[config.mk]
export PLATFORM = sky130hd
export DESIGN_NAME = block_hit_engine
export DESIGN_NICKNAME = d
export VERILOG_FILES = /design/src/rtl/mario_block_pkg.sv /design/src/rtl/block_hit_rule.sv /design/src/rtl/block_hit_engine.sv
export SDC_FILE = /design/constraint.sdc
export NUM_CORES = 1
export LEC_CHECK = 0
export CORE_UTILIZATION = 35
export CTS_BUF_LIST = sky130_fd_sc_hd__clkbuf_2 sky130_fd_sc_hd__clkbuf_4 sky130_fd_sc_hd__clkbuf_8
export DETAILED_ROUTE_END_ITERATION = 8
export PLACE_DENSITY_LB_ADDON = 0.12
export SLEW_MARGIN = 20
export SYNTH_ARGS = -nofsm -noshare
export SYNTH_HDL_FRONTEND = slang
export SYNTH_SLANG_ARGS = --single-unit
[constraint.sdc]
create_clock -name clk -period 9.6 [get_ports clk]
set_input_delay 1.44 -clock clk [delete_from_list [all_inputs] [get_ports clk]]
set_output_delay 1.44 -clock clk [all_outputs]
set_load 0.05 [all_outputs]
[src/rtl/mario_block_pkg.sv]
// Shared tile codes and block engine FSM encoding.
// Used by the hit engine, renderer and level ROM.
package mario_block_pkg;

  localparam logic [5:0] B  = 6'd0;
  localparam logic [5:0] A  = 6'd1;
  localparam logic [5:0] C  = 6'd2;
  localparam logic [5:0] D  = 6'd3;
  localparam logic [5:0] E  = 6'd4;
  localparam logic [5:0] F  = 6'd5;
  localparam logic [5:0] G  = 6'd6;
  localparam logic [5:0] H  = 6'd7;
  localparam logic [5:0] I  = 6'd8;
  localparam logic [5:0] J  = 6'd9;
  localparam logic [5:0] K  = 6'd10;
  localparam logic [5:0] L  = 6'd11;
  localparam logic [5:0] M  = 6'd12;
  localparam logic [5:0] N  = 6'd13;
  localparam logic [5:0] O  = 6'd14;
  localparam logic [5:0] P  = 6'd15;
  localparam logic [5:0] Q  = 6'd16;
  localparam logic [5:0] R  = 6'd17;
  localparam logic [5:0] S  = 6'd18;
  localparam logic [5:0] T  = 6'd19;
  localparam logic [5:0] U  = 6'd20;
  localparam logic [5:0] V  = 6'd21;
  localparam logic [5:0] W  = 6'd22;
  localparam logic [5:0] X  = 6'd23;
  localparam logic [5:0] Y  = 6'd24;
  localparam logic [5:0] Z  = 6'd25;
  localparam logic [5:0] AY = 6'd26;
  localparam logic [5:0] IY = 6'd27;
  localparam logic [5:0] GY = 6'd28;
  localparam logic [5:0] KY = 6'd29;
  localparam logic [5:0] PY = 6'd30;
  localparam logic [5:0] TY = 6'd31;
  localparam logic [5:0] UY = 6'd32;
  localparam logic [5:0] WY = 6'd33;
  localparam logic [5:0] DY = 6'd34;
  localparam logic [5:0] BY = 6'd35;

  typedef enum logic [2:0] {
    S_IDLE,
    S_RD,
    S_WT,
    S_DEC,
    S_WR
  } state_t;

endpackage

[src/rtl/block_hit_rule.sv]
// Hit rule: maps the struck tile code to its replacement.
// Pure combinational; no state.
module block_hit_rule
  import mario_block_pkg::*;
#(
  parameter int CODE_W = 6
) (
  input  logic [CODE_W-1:0] code,
  input  logic              in_side,
  input  logic              up,
  output logic              wr_en,
  output logic [CODE_W-1:0] wr_code,
  output logic              point
);

  // Question-block always yields; D and J need a side-on upward strike
  always_comb begin
    wr_en   = 1'b0;
    wr_code = '0;
    point   = 1'b0;
    unique case (1'b1)
      (code == CODE_W'(GY)): begin
        wr_en   = 1'b1;
        wr_code = CODE_W'(B);
        point   = 1'b1;
      end
      (code == CODE_W'(D) && in_side && up): begin
        wr_en   = 1'b1;
        wr_code = CODE_W'(DY);
        point   = 1'b1;
      end
      (code == CODE_W'(J) && in_side && up): begin
        wr_en   = 1'b1;
        wr_code = CODE_W'(B);
      end
      default: begin
        wr_en = 1'b0;
      end
    endcase
  end

endmodule

[src/rtl/block_hit_engine.sv]
// Block hit engine: read-modify-write of the struck map tile,
// scoring and frame-timed bump animation.
module block_hit_engine
  import mario_block_pkg::*;
#(
  parameter int CODE_W      = 6,
  parameter int TILE_W      = 40,
  parameter int TILE_H      = 40,
  parameter int MAP_COLS    = 16,
  parameter int ADDR_W      = 10,
  parameter int BUMP_FRAMES = 8,
  parameter int SCORE_W     = 14
) (
  input  logic               clk,
  input  logic               rst,
  input  logic               frame_tick,
  input  logic               hit_req,
  input  logic               up_direction,
  input  logic               direction,
  input  logic [9:0]         relative_xpos,
  input  logic [8:0]         relative_ypos,
  output logic [ADDR_W-1:0]  map_addr,
  input  logic [CODE_W-1:0]  map_rd_data,
  output logic [CODE_W-1:0]  map_wr_data,
  output logic               map_we,
  output logic               busy,
  output logic               new_point,
  output logic [SCORE_W-1:0] score,
  output logic               bump_active,
  output logic [ADDR_W-1:0]  bump_addr
);

  localparam int TMR_W = $clog2(BUMP_FRAMES + 1);

  state_t state;
  state_t state_nx;

  logic [ADDR_W-1:0] addr_q;
  logic [ADDR_W-1:0] addr_in;
  logic [9:0]        x_q;
  logic              up_q;
  logic              dir_q;
  logic [CODE_W-1:0] code_q;
  logic [CODE_W-1:0] wcode_q;
  logic              point_q;
  logic [TMR_W-1:0]  timer;
  logic [31:0]       col;
  logic [31:0]       row;
  logic [31:0]       off;
  logic              in_side;
  logic              rule_we;
  logic [CODE_W-1:0] rule_code;
  logic              rule_pt;

  // Tile address from the contact point, side gate from latched x
  always_comb begin
    col     = 32'(relative_xpos) / 32'(TILE_W);
    row     = 32'(relative_ypos) / 32'(TILE_H);
    addr_in = ADDR_W'(row * 32'(MAP_COLS) + col);
    off     = 32'(x_q) % 32'(TILE_W);
    in_side = (off <  32'(TILE_W / 2) && !dir_q) ||
              (off >= 32'(TILE_W / 2) &&  dir_q);
  end

  block_hit_rule #(
    .CODE_W (CODE_W)
  ) u_rule (
    .code    (code_q),
    .in_side (in_side),
    .up      (up_q),
    .wr_en   (rule_we),
    .wr_code (rule_code),
    .point   (rule_pt)
  );

  // State register
  always_ff @(posedge clk or posedge rst) begin
    if (rst) state <= S_IDLE;
    else     state <= state_nx;
  end

  // Next state and handshake outputs
  always_comb begin
    state_nx    = state;
    busy        = (state != S_IDLE);
    map_we      = (state == S_WR);
    new_point   = 1'b0;
    map_wr_data = '0;
    map_addr    = addr_q;
    bump_active = (timer != '0);
    unique case (state)
      S_IDLE: if (hit_req) state_nx = S_RD;
      S_RD:   state_nx = S_WT;
      S_WT:   state_nx = S_DEC;
      S_DEC:  state_nx = rule_we ? S_WR : S_IDLE;
      S_WR: begin
        state_nx    = S_IDLE;
        new_point   = point_q;
        map_wr_data = wcode_q;
      end
      default: state_nx = S_IDLE;
    endcase
  end

  // Request latch, read capture and decision registers
  always_ff @(posedge clk or posedge rst) begin
    if (rst) begin
      addr_q  <= '0;
      x_q     <= '0;
      up_q    <= 1'b0;
      dir_q   <= 1'b0;
      code_q  <= '0;
      wcode_q <= '0;
      point_q <= 1'b0;
    end else begin
      if (state == S_IDLE && hit_req) begin
        addr_q <= addr_in;
        x_q    <= relative_xpos;
        up_q   <= up_direction;
        dir_q  <= direction;
      end
      if (state == S_WT) code_q <= map_rd_data;
      if (state == S_DEC) begin
        wcode_q <= rule_code;
        point_q <= rule_pt;
      end
    end
  end

  // Saturating point counter
  always_ff @(posedge clk or posedge rst) begin
    if (rst)                           score <= '0;
    else if (new_point && score != '1) score <= score + 1'b1;
  end

  // Bump timer: a write reloads and wins over a frame tick
  always_ff @(posedge clk or posedge rst) begin
    if (rst) begin
      timer     <= '0;
      bump_addr <= '0;
    end else if (map_we) begin
      timer     <= TMR_W'(BUMP_FRAMES);
      bump_addr <= addr_q;
    end else if (frame_tick && timer != '0) begin
      timer <= timer - 1'b1;
    end
  end

endmodule
---- After elaboration in Yosys (flattened, before gate mapping) ----
Index checks and enable logic that the tools add are counted.
operators by class
  reductions and logical operators ........ 17
  eq/ne operators ......................... 9
  order comparisons ....................... 2
  $add $sub $neg .......................... 3
  mux-type cells .......................... 10
  divide/modulo/power cells ............... 3
operators with widths
  cell                                                                number
  divider 10 x 6 -> 32 bit, second input constant                     1
  divider 9 x 6 -> 32 bit, second input constant                      1
  greater-or-equal comparator 32 x 5 -> 1 bit, second input constant  1
  less-than comparator 32 x 5 -> 1 bit, second input constant         1
  remainder unit 10 x 6 -> 32 bit, second input constant              1
  adder 14 x 1 -> 14 bit, second input constant                       1
  inequality test 14 bit, second input constant                       1
  2-to-1 mux 6 bit                                                    2
  one-hot mux 3 bit (4 select lines)                                  1
  adder 10 bit                                                        1
  logical AND 1 bit                                                   9
  2-to-1 mux 4 bit                                                    2
  equality test 3 x 2 -> 1 bit, second input constant                 2
  equality test 6 x 2 -> 1 bit, second input constant                 1
  equality test 6 x 4 -> 1 bit, second input constant                 1
  equality test 6 x 5 -> 1 bit, second input constant                 1
  2-to-1 mux 3 bit                                                    2
  nonzero test 4 bit                                                  1
  subtractor 4 x 1 -> 4 bit, second input constant                    1
  equality test 3 x 1 -> 1 bit, second input constant                 1
  equality test 3 bit, second input constant                          1
  logical NOT 3 bit                                                   1
  2-to-1 mux 1 bit                                                    3
  nonzero test 3 bit                                                  1
  other kinds (6)                                                     6
storage, ports and cells
  logic and storage cells ................. 55
  flip-flop bits (word level) ............. 66

---- Depth between registers and ports, before layout ----
Gate-level depths: netlist (run 1).
  depth after elaboration ................. 10
  gate-level depth with buffers ........... 21
  gate-level depth less buffers ........... 19

---- By module ----
Synthesis (run 1) repeated with hierarchy kept, for this count alone.
second synthesis, totals
  cells, all modules ...................... 520
  area total of the unflattened synthesis .. 4,528.1 sq um
by module, submodules not included
  module            cells each  sequential area each (sq um)  area each (sq um)  instances
  block_hit_engine  504         1,601.5                       4,409.2            1
  block_hit_rule    16          0.0                           118.9              1

---- Least setup slack after synthesis (run 1) ----
Ideal clock, no wire load.
  path type ............................... input-to-reg
  start point ............................. input relative_ypos[6]
  end point ............................... register addr_q[6], in the netlist map_addr[6]
  stages on the path ...................... 19
  setup time .............................. 0.125 ns
  arrival ................................. 4.790 ns
  required time ........................... 9.475 ns
  path buffers ............................ 2
  setup slack ............................. 4.686 ns
  path through ............................ clkbuf_1 -> nor2_1 -> inv_1 -> ha_1 -> inv_1 -> nand2_1 -> o21ai_0 -> and2_1 -> clkbuf_1 -> maj3_1 -> o21ai_0 -> and2_0 -> maj3_1 -> a221oi_1 -> nand3_1 -> ha_1 -> ha_1 -> xnor2_1 -> mux2_2
on the way
  cells in the longest elaborated chain, start to end .. 2
ends and longest elaborated chain
  what                     line                     RTL
  start, declared          block_hit_engine.sv:21   input logic [8:0] relative_ypos,
  divider 9 x 6 -> 32 bit  block_hit_engine.sv:58   row = 32'(relative_ypos) / 32'(TILE_H);
  adder 10 bit             block_hit_engine.sv:59   addr_in = ADDR_W'(row * 32'(MAP_COLS) + col);
  end signal, assigned     block_hit_engine.sv:117  addr_q <= addr_in;
  end, declared            block_hit_engine.sv:38   logic [ADDR_W-1:0] addr_q;
Every way passes these cells.
A chain may end at the register's enable or synchronous reset.

---- Worst setup path after layout (run 1) ----
Ends and elaborated chain as after synthesis.

==> flow_summary.toml, run 1 <==
[run_status]
status = "finished clean"

[setup_path]
critPathArrivalTime_ns = 5.43
cp_max_fo = 10
start_kind = "input pin"
crit_required_ns = 9.82
timing_worst_setup_path_type = "input pin to flip-flop"
critPathCaptureType = "flip-flop"
slowest_stage = "clkdlybuf4s50_1"
cpPeakStageDelay_ns = 0.56
reg2regPathDepth = 14
r2r_start = "x_q[7]$_DFFE_PP0P_"
r2r-end = "point_q$_DFFE_PP0P_"
crit_top_cell = "ha_1"
rrSetupSlack_ns = 5.09
crit_chain = "clkdlybuf4s50_1, nor2_1, inv_1, ha_1, inv_1, nand2_1, o21ai_0, and2_1, maj3_1, o21ai_0, and2_0, maj3_1, a221oi_1, nand3_1, ha_1, ha_1, xnor2_1, mux2_2"
cp-startpoint = "relative_ypos[6]"

[worst_hold_path]
hold_depth = 2
holdCritStartpoint = "wcode_q[1]$_DFFE_PP0P_"
hp-class = "flip-flop to flip-flop"
hold_end = "wcode_q[1]$_DFFE_PP0P_"

[layout]
final_nets = 587
diodes = 0
register_area_mm2 = 0.00148
multiInputGateArea_mm2 = 0.00265
layout-drive-gt1-share_pct = 12.1
fill_cells = 1213
area_growth_pct = 22.5

[sta]
rsz0062_at_grt = "false"
worstMarginPinSlew_ns = 0.916
hold_violations = 0
finalSetupTns_ns = 0
fmax_mhz = 192
fin_skew_ns = 0.0122
finalSetupViolCount = 0
whs_ns = 0.486
drv_slew = 0
period_needed_ns = 5.21
finalCritPeriodShare_pct = 54.3
relSlewSlack_pct = 38.8

[power_and_ir_drop]
comb_power_share_pct = 63.7
switching_share_pct = 49.5
ir_drop_mv = 0.167
switching_power_mw = 0.920
power_mw = 1.86
p_int_mw = 0.937
seqPwrFrac_pct = 24.5
clockPowerShare_pct = 11.7
power_leakage_nw = 2.15
p_per_area_mw_per_mm2 = 350

[clock_tree]
clockBufferDepth = 2
clock_latency_ns = 0.33
hold_buffers = 0
ctsResizeCount = 0
cts_setup_buffers = 0
cts_inserted_buffers = 9
root_buffer = "clkbuf_8"
clk_pin_slew_worst_paths_ns = 0.07
cts_tree = "done"
clock_sinks = 59
h-tree-depth = 3

[global_routing]
grt_pass1_wl_um = 18200
grt_start_max_net_pins = 38
grt_pass1_vias = 3860
track_usage_pct = 17.4
antenna_found_initial = 0
grt_overflow_total = 0

[routing]
wl_per_cell_um = 14.7
antenna_left = 0
drc_errors = 0
firstDrtPassIters = 4
initialDrtViolationCount = 214
routed_via_density = 5.33
routed_wirelength_um = 10600
num_vias = 3842

[die]
fp.dieW_um = 113
pin_count = 75
initial_utilization_pct = 35.9
dieArea_mm2 = 0.0128
fp.dieH_um = 113
core.rowCount = 40
core_mm2 = 0.0121

[logic_synthesis]
synth_edf_count = 0
synth_area_leader_cell = "dfrtp_1"
yosysWarnings = 0
synth_common_cells = "dfrtp_1, nor2_1, nand2_1, o21ai_0, mux2_2"
yosysMostFrequentCell = "dfrtp_1"
async_flop_share_pct = 100
avgSynthCellArea_um2 = 8.79
ys_ff_latch = 59
synthFlopType = "dfrtp_1"
syn_inst = 493
netlist_top_cells_area = "dfrtp_1, mux2_2, xnor2_1, nor2_1, o21ai_0"
synth_top_area_share_pct = 34.1
yosysSeqAreaShare_pct = 34.1
syn-cell-area_mm2 = 0.00433
ys_types = 79

[placement]
dp_hpwl_um = 7820
gp_congestion = 0.829
numPortBuffers = 68

[flow_run]
maxCapViolations = 0
[metrics by stage]
step	util (%)	setup slack (ns)	std cells	cell area, um^2
after floorplan	-	4.69	498	4350
after global placement	42.5	4.15	706	5120
after detailed placement	42.5	4.06	706	5120
after CTS	44.0	4.42	721	5310
after global routing	44.0	4.02	721	5310
final	44.0	4.39	721	5310
[kinds of logic after synthesis]
| kind of cell | share of synthesized area, % |
|---|---|
| DFF | 34.1 |
| AOI/OAI and AO/OA | 22.8 |
| muxes | 7.94 |
| and+or+nand+nor | 20.5 |
| adders and majority gates | 2.94 |
| other | 0.0865 |
| buffers and inverters | 5.43 |
| xor gates and xnor gates | 6.24 |
[cells in the final DEF, fill, tap and decap left out, drive strengths merged, types with 9 or more instances in the layout]
master	n
nand2	43
inv	22
a21oi	26
nor3	9
mux2	27
clkbuf	10
xor2	9
xnor2	21
nor2	44
nand3	16
clkdlybuf4s50	68
o21ai	36
dfrtp	59
[per-layer routing]
metal | track usage, % | vias to the layer above | part of all wire, %
li1 | - | 1905 | -
met5 | 0 | - | 0
met1 | 22.3 | 1862 | 46
met2 | 29.2 | 66 | 48
met4 | 4.47 | 0 | 0.90
met3 | 4.66 | 9 | 4.7
[power by group through the flow]
stage	clock [mW]	sequential [mW]	combinational (mW)
6_report	0.218	0.456	1.18
5_1_grt	0.235	0.476	1.29
4_1_cts	0.223	0.455	1.18
3_5_place_dp	0	0.459	1.17
3_3_place_gp	0	0.457	1.16
2_1_floorplan	0	0.492	0.877
[critical path, delay by kind of cell]
kind,cells,cell delay [ns]
buffers and inverters,3,0.75
adders and majority gates,5,1.29
muxes,1,0.26
and+or+nand+nor,5,0.95
AOI/OAI and AO/OA,3,0.61
xor gates and xnor gates,1,0.12
[worst max-delay path by stage]
stage,endpoint,slack [ns],cells after the start
2_1_floorplan,map_addr[6]$_DFFE_PP0P_,4.69,19
3_3_place_gp,map_addr[6]$_DFFE_PP0P_,4.15,18
3_5_place_dp,map_addr[6]$_DFFE_PP0P_,4.06,18
4_1_cts,map_addr[6]$_DFFE_PP0P_,4.42,18
5_1_grt,map_addr[6]$_DFFE_PP0P_,4.02,18
6_report,map_addr[6]$_DFFE_PP0P_,4.39,18
[area by class of cell]
| cell class | count | area share [%] |
|---|---|---|
| Clock inverter | 5 | 1.04 |
| Timing Repair Buffer | 71 | 13.2 |
| Clock buffer | 10 | 2.48 |
| Sequential cell | 59 | 27.8 |
| Multi-Input combinational cell | 386 | 49.9 |
| Tap cell | 168 | 3.96 |
| Inverter | 22 | 1.56 |
[sequential cells by signal, indices dropped and copies added, names as in the netlist]
signal,flops
code_q,6
wcode_q,1
timer,4
point_q,1
score,14
state,3
x_q,10
up_q,1
map_addr,9
bump_addr,9
dir_q,1
Note: power is estimated with default switching activity, not from simulation.
==> run 2: changes to the inputs <==
==> constraint.sdc (replaced) <==
create_clock -name clk -period 4.4 [get_ports clk]
set_input_delay 0.66 -clock clk [delete_from_list [all_inputs] [get_ports clk]]
set_output_delay 0.66 -clock clk [all_outputs]
set_load 0.05 [all_outputs]
==> run 2 against run 1 <==
Compared with the run above:
- flip-flop and latch count unchanged
- wire length up 2.5%
- clock power up 100%
- die area unchanged
- non-clock buffer count up 24
- highest routed layer unchanged
==> flow_summary.toml, run 2 (synthesis gave the netlist of run 1 again) <==
[power_and_ir_drop]
comb_power_share_pct = 67.3
power_leakage_nw = 2.27
switching_share_pct = 49.0
clockPowerShare_pct = 10.6
power_mw = 4.16
p_int_mw = 2.12
seqPwrFrac_pct = 22.1
p_per_area_mw_per_mm2 = 758
switching_power_mw = 2.04
ir_drop_mv = 0.375

[layout]
largest_register = "score"
layout_commonest_cell = "clkdlybuf4s50_1"
diodes = 0
final_nets = 611
largest_reg_flops = 14
final_cell_mix = "clkdlybuf4s50_1, dfrtp_1, nand2_1, nor2_1, o21ai_0"
layout-drive-gt1-share_pct = 15.9
area_growth_pct = 26.6
reg_top3 = "score x14, x_q x10"

[clock_tree]
hold_buffers = 0
ctsResizeCount = 0
clockBufferDepth = 2
h-tree-depth = 3
clock_sinks = 59
cts_setup_buffers = 0
cts_inserted_buffers = 9
cts_tree = "done"
clock_latency_ns = 0.34
root_buffer = "clkbuf_8"
clk_pin_slew_worst_paths_ns = 0.07

[setup_path]
reg2regPathDepth = 14
cp_max_fo = 6
r2r-end = "point_q$_DFFE_PP0P_"
cp-startpoint = "relative_ypos[7]"
critPathCaptureType = "flip-flop"
endpoint = "map_addr[6]$_DFFE_PP0P_"
critPathArrivalTime_ns = 4.27
timing_worst_setup_path_type = "input pin to flip-flop"
start_kind = "input pin"
r2r_start = "x_q[7]$_DFFE_PP0P_"
rrSetupSlack_ns = 0.37
crit_required_ns = 4.62

[routing]
routed_wirelength_um = 10900
routed_via_density = 5.30
antenna_left = 0
drc_errors = 0
firstDrtPassIters = 4
num_vias = 3950
wl_per_cell_um = 14.6
initialDrtViolationCount = 248

[global_routing]
met2_usage_pct = 28.7
grt_pass1_vias = 3771
grt_overflow_total = 0
grt.busiest_layer = "met2"
track_usage_pct = 18.1
gr-usage-met1_pct = 24.0
antenna_found_initial = 0
grt_pass1_wl_um = 18600
grt_use_met3_pct = 4.61
grt_start_max_net_pins = 35

[sta]
hold_violations = 0
finalSetupTns_ns = 0
period_needed_ns = 4.05
finalCritPeriodShare_pct = 92.0
finalSetupViolCount = 0
fin_skew_ns = 0.0105
worstMarginPinSlew_ns = 0.881
rsz0062_at_grt = "false"
relSlewSlack_pct = 41.2
drv_slew = 0
fmax_mhz = 247

[placement]
gp_congestion = 0.833
dp_hpwl_um = 8120
numPortBuffers = 68

[die]
core_mm2 = 0.0121
pin_count = 75
dieArea_mm2 = 0.0128
initial_utilization_pct = 35.9
fp.dieW_um = 113
core.rowCount = 40
fp.dieH_um = 113

[worst_hold_path]
hp-class = "flip-flop to flip-flop"

[run_status]
status = "finished clean"

[flow_run]
maxCapViolations = 0
-- run 2: cell type report --
class | count | area [um^2]
Clock inverter | 4 | 26.3
Clock buffer | 11 | 151
Timing Repair Buffer | 95 | 883
Inverter | 22 | 82.6
Multi-Input combinational cell | 386 | 2660
Sequential cell | 59 | 1480
Tap cell | 168 | 210
Fill cell | 1202 | 6580
-- run 2: critical path, cell delays in order --
cell and delay, ns:
clkdlybuf4s50_1 0.42, nor2_1 0.13, inv_1 0.09, ha_1 0.25, and3_1 0.20, o21ai_0 0.14, o21ai_0 0.10, a211oi_1 0.37
nor2_1 0.10, and2_0 0.18, maj3_1 0.36, a221oi_1 0.32, nand3_1 0.13, ha_1 0.21, ha_1 0.21, xnor2_1 0.13
mux2_2 0.26
-- run 2: layer usage --
layer	vias to the layer above	routed length [um]
met5	-	0
met4	0	112
met3	11	607
met2	92	5140
met1	1889	5000
li1	1958	-
-- run 2: power groups by stage --
| stage | registers, mW | clock network (mW) | logic (mW) |
|---|---|---|---|
| finish | 0.918 | 0.442 | 2.80 |
| global route | 0.952 | 0.491 | 3.07 |
| CTS | 0.918 | 0.458 | 2.80 |
| detailed placement | 0.924 | 0 | 2.79 |
| global placement | 0.922 | 0 | 2.75 |
| floorplan | 1.07 | 0 | 1.91 |
-- run 2: per-stage QoR --
stage / hold slack (ns) / utilization (%) / cells / worst slack (ns) / instance area, um^2
floorplan: 0.430 / - / 498 / 0.266 / 4350
detailed placement: 0.457 / 44.0 / 730 / 0.0695 / 5310
global route: 0.492 / 45.5 / 745 / 0.00504 / 5490
CTS: 0.473 / 45.5 / 745 / 0.241 / 5480
finish: 0.468 / 45.5 / 745 / 0.351 / 5490
global placement: 0.456 / 44.0 / 730 / 0.140 / 5300
-- run 2: how the worst min path moves through the flow --
stage,startpoint,endpoint,slack (ns),depth (start not counted)
floorplan,wcode_q[1]$_DFFE_PP0P_,wcode_q[1]$_DFFE_PP0P_,0.43,2
CTS,wcode_q[1]$_DFFE_PP0P_,wcode_q[1]$_DFFE_PP0P_,0.47,2
finish,wcode_q[1]$_DFFE_PP0P_,wcode_q[1]$_DFFE_PP0P_,0.47,2
detailed placement,wcode_q[1]$_DFFE_PP0P_,wcode_q[1]$_DFFE_PP0P_,0.46,2
global route,wcode_q[1]$_DFFE_PP0P_,wcode_q[1]$_DFFE_PP0P_,0.49,2
global placement,wcode_q[1]$_DFFE_PP0P_,wcode_q[1]$_DFFE_PP0P_,0.46,2
==> run 3: changes to the inputs <==
--- a/config.mk
+++ b/config.mk
@@ -5,6 +5,7 @@
 export SDC_FILE = /design/constraint.sdc
 export NUM_CORES = 1
 export LEC_CHECK = 0
+export CORE_MARGIN = 2
 export CORE_UTILIZATION = 35
 export CTS_BUF_LIST = sky130_fd_sc_hd__clkbuf_2 sky130_fd_sc_hd__clkbuf_4 sky130_fd_sc_hd__clkbuf_8
 export DETAILED_ROUTE_END_ITERATION = 8
==> run 3 against run 2 <==
Compared with the run above:
- global-route usage is 0.73 points lower
- flip-flop and latch count stayed put
- wire length is 1.8% higher
- first-iteration DRC count is 5.2% lower
- total power is 1.5% higher
- clock skew hardly changed
- sequential power hardly changed
- non-clock buffer count is 2 lower
- clock power is 13% higher
==> flow_summary.toml, run 3 (synthesis gave the netlist of run 1 again) <==
[clock_tree]
ctsResizeCount = 0
clock_latency_ns = 0.33
h-tree-depth = 3
hold_buffers = 0
clk_pin_slew_worst_paths_ns = 0.08
clockBufferDepth = 2
root_buffer = "clkbuf_8"
cts_setup_buffers = 0
cts_inserted_buffers = 9
cts_tree = "done"
clock_sinks = 59

[sta]
period_needed_ns = 4.12
finalCritPeriodShare_pct = 93.6
fmax_mhz = 243
rsz0062_at_grt = "false"
fin_skew_ns = 0.0109
drv_slew = 0
worstMarginPinSlew_ns = 0.934
relSlewSlack_pct = 37.6
hold_violations = 0
finalSetupViolCount = 0

[die]
core_mm2 = 0.0121
fp.dieH_um = 115
pin_count = 75
initial_utilization_pct = 35.9
core.rowCount = 40
fp.dieW_um = 115
dieArea_mm2 = 0.0133

[power_and_ir_drop]
power_leakage_nw = 2.27
power_mw = 4.22
p_per_area_mw_per_mm2 = 768
ir_drop_mv = 0.300

[routing]
routed_via_density = 5.27
drc_errors = 0
firstDrtPassIters = 4
wl_per_cell_um = 14.8
antenna_left = 0
initialDrtViolationCount = 235
num_vias = 3921
routed_wirelength_um = 11000

[setup_path]
cp_top_family = "adder cells"
critPathCaptureType = "flip-flop"
crit_required_ns = 4.61
cpPeakStageDelay_ns = 0.42
cp_max_fo = 6
start_kind = "input pin"
crit_chain = "clkdlybuf4s50_1, nor2_1, inv_1, ha_1, inv_1, nand2_1, o21ai_0, and2_1, buf_4, o21ai_0, o21ai_0, and2_0, maj3_1, a221oi_1, nand3_1, ha_1, ha_1, xnor2_1, mux2_2"
slowest_stage = "clkdlybuf4s50_1"
critPathArrivalTime_ns = 4.33
timing_worst_setup_path_type = "input pin to flip-flop"
path_buf_inv = 4

[global_routing]
grt_use_met3_pct = 3.95
grt_pass1_wl_um = 18700
grt_start_max_net_pins = 31
grt_pass1_vias = 3874
track_usage_pct = 17.3
grt.busiest_layer = "met2"
antenna_found_initial = 0
gr-usage-met1_pct = 22.0
grt_overflow_total = 0
met2_usage_pct = 28.7

[flow_run]
maxCapViolations = 0

[layout]
largest_reg_flops = 14
final_nets = 609
final_cell_count_no_fill = 744
final_cell_mix = "clkdlybuf4s50_1, dfrtp_1, nor2_1, nand2_1, o21ai_0"
layout_commonest_cell = "clkdlybuf4s50_1"
reg_top3 = "score x14, x_q x10"
area_growth_pct = 26.6
largest_register = "score"
diodes = 0
layout-drive-gt1-share_pct = 15.6

[placement]
numPortBuffers = 68
gp_congestion = 0.900
dp_cells = 728
dp_hpwl_um = 8230

[worst_hold_path]
hp-class = "flip-flop to flip-flop"

[run_status]
status = "finished clean"
-- run 3: path summary, 6_finish.rpt --
kind / to / depth (start not counted) / startpoint / slack, ns
max in group asynchronous: code_q[0]$_DFFE_PP0P_ / 3 / rst / 2.84
setup / recovery: map_addr[6]$_DFFE_PP0P_ / 19 / relative_ypos[7] / 0.28
hold / removal: wcode_q[1]$_DFFE_PP0P_ / 2 / wcode_q[1]$_DFFE_PP0P_ / 0.48
hold reg to reg: wcode_q[1]$_DFFE_PP0P_ / 2 / wcode_q[1]$_DFFE_PP0P_ / 0.48
min in group asynchronous: score[4]$_DFFE_PP0P_ / 2 / rst / 0.73
setup reg to reg: point_q$_DFFE_PP0P_ / 14 / x_q[7]$_DFFE_PP0P_ / 0.33
-- run 3: layout make-up --
class                           count  area, um^2
Timing Repair Buffer               93         868
Sequential cell                    59        1480
Tap cell                          168         210
Fill cell                        1198        6570
Multi-Input combinational cell    386        2650
Inverter                           22        82.6
Clock inverter                      6        65.1
Clock buffer                       10         138
-- run 3: stage by stage --
step | setup TNS [ns] | hold slack, ns | setup WS, ns | util [%] | cell area (um^2)
final | 0 | 0.477 | 0.281 | 45.5 | 5490
after CTS | 0 | 0.488 | 0.277 | 45.5 | 5490
after detailed placement | -0.0553 | 0.470 | -0.0553 | 43.8 | 5290
after global placement | 0 | 0.454 | 0.0815 | 43.8 | 5290
after global routing | 0 | 0.515 | 0.0133 | 45.5 | 5490
after floorplan | 0 | 0.430 | 0.266 | - | 4350
-- run 3: layer usage --
layer | vias to the layer above | wire length, um
li1 | 1947 | -
met1 | 1872 | 5000
met2 | 87 | 5300
met3 | 15 | 559
met4 | 0 | 188
met5 | - | 0
-- run 3: power breakdown --
group	switching (mW)	internal [mW]	total (mW)
logic	1.65	1.16	2.80
registers	0.191	0.724	0.915
clock network	0.224	0.277	0.501
total	2.06	2.16	4.22
-- run 3: tightest hold or removal path: stages, from the launching register on --
cell and delay [ns]:
dfrtp_1 0.35, nand2_1 0.05, nand2_1 0.05
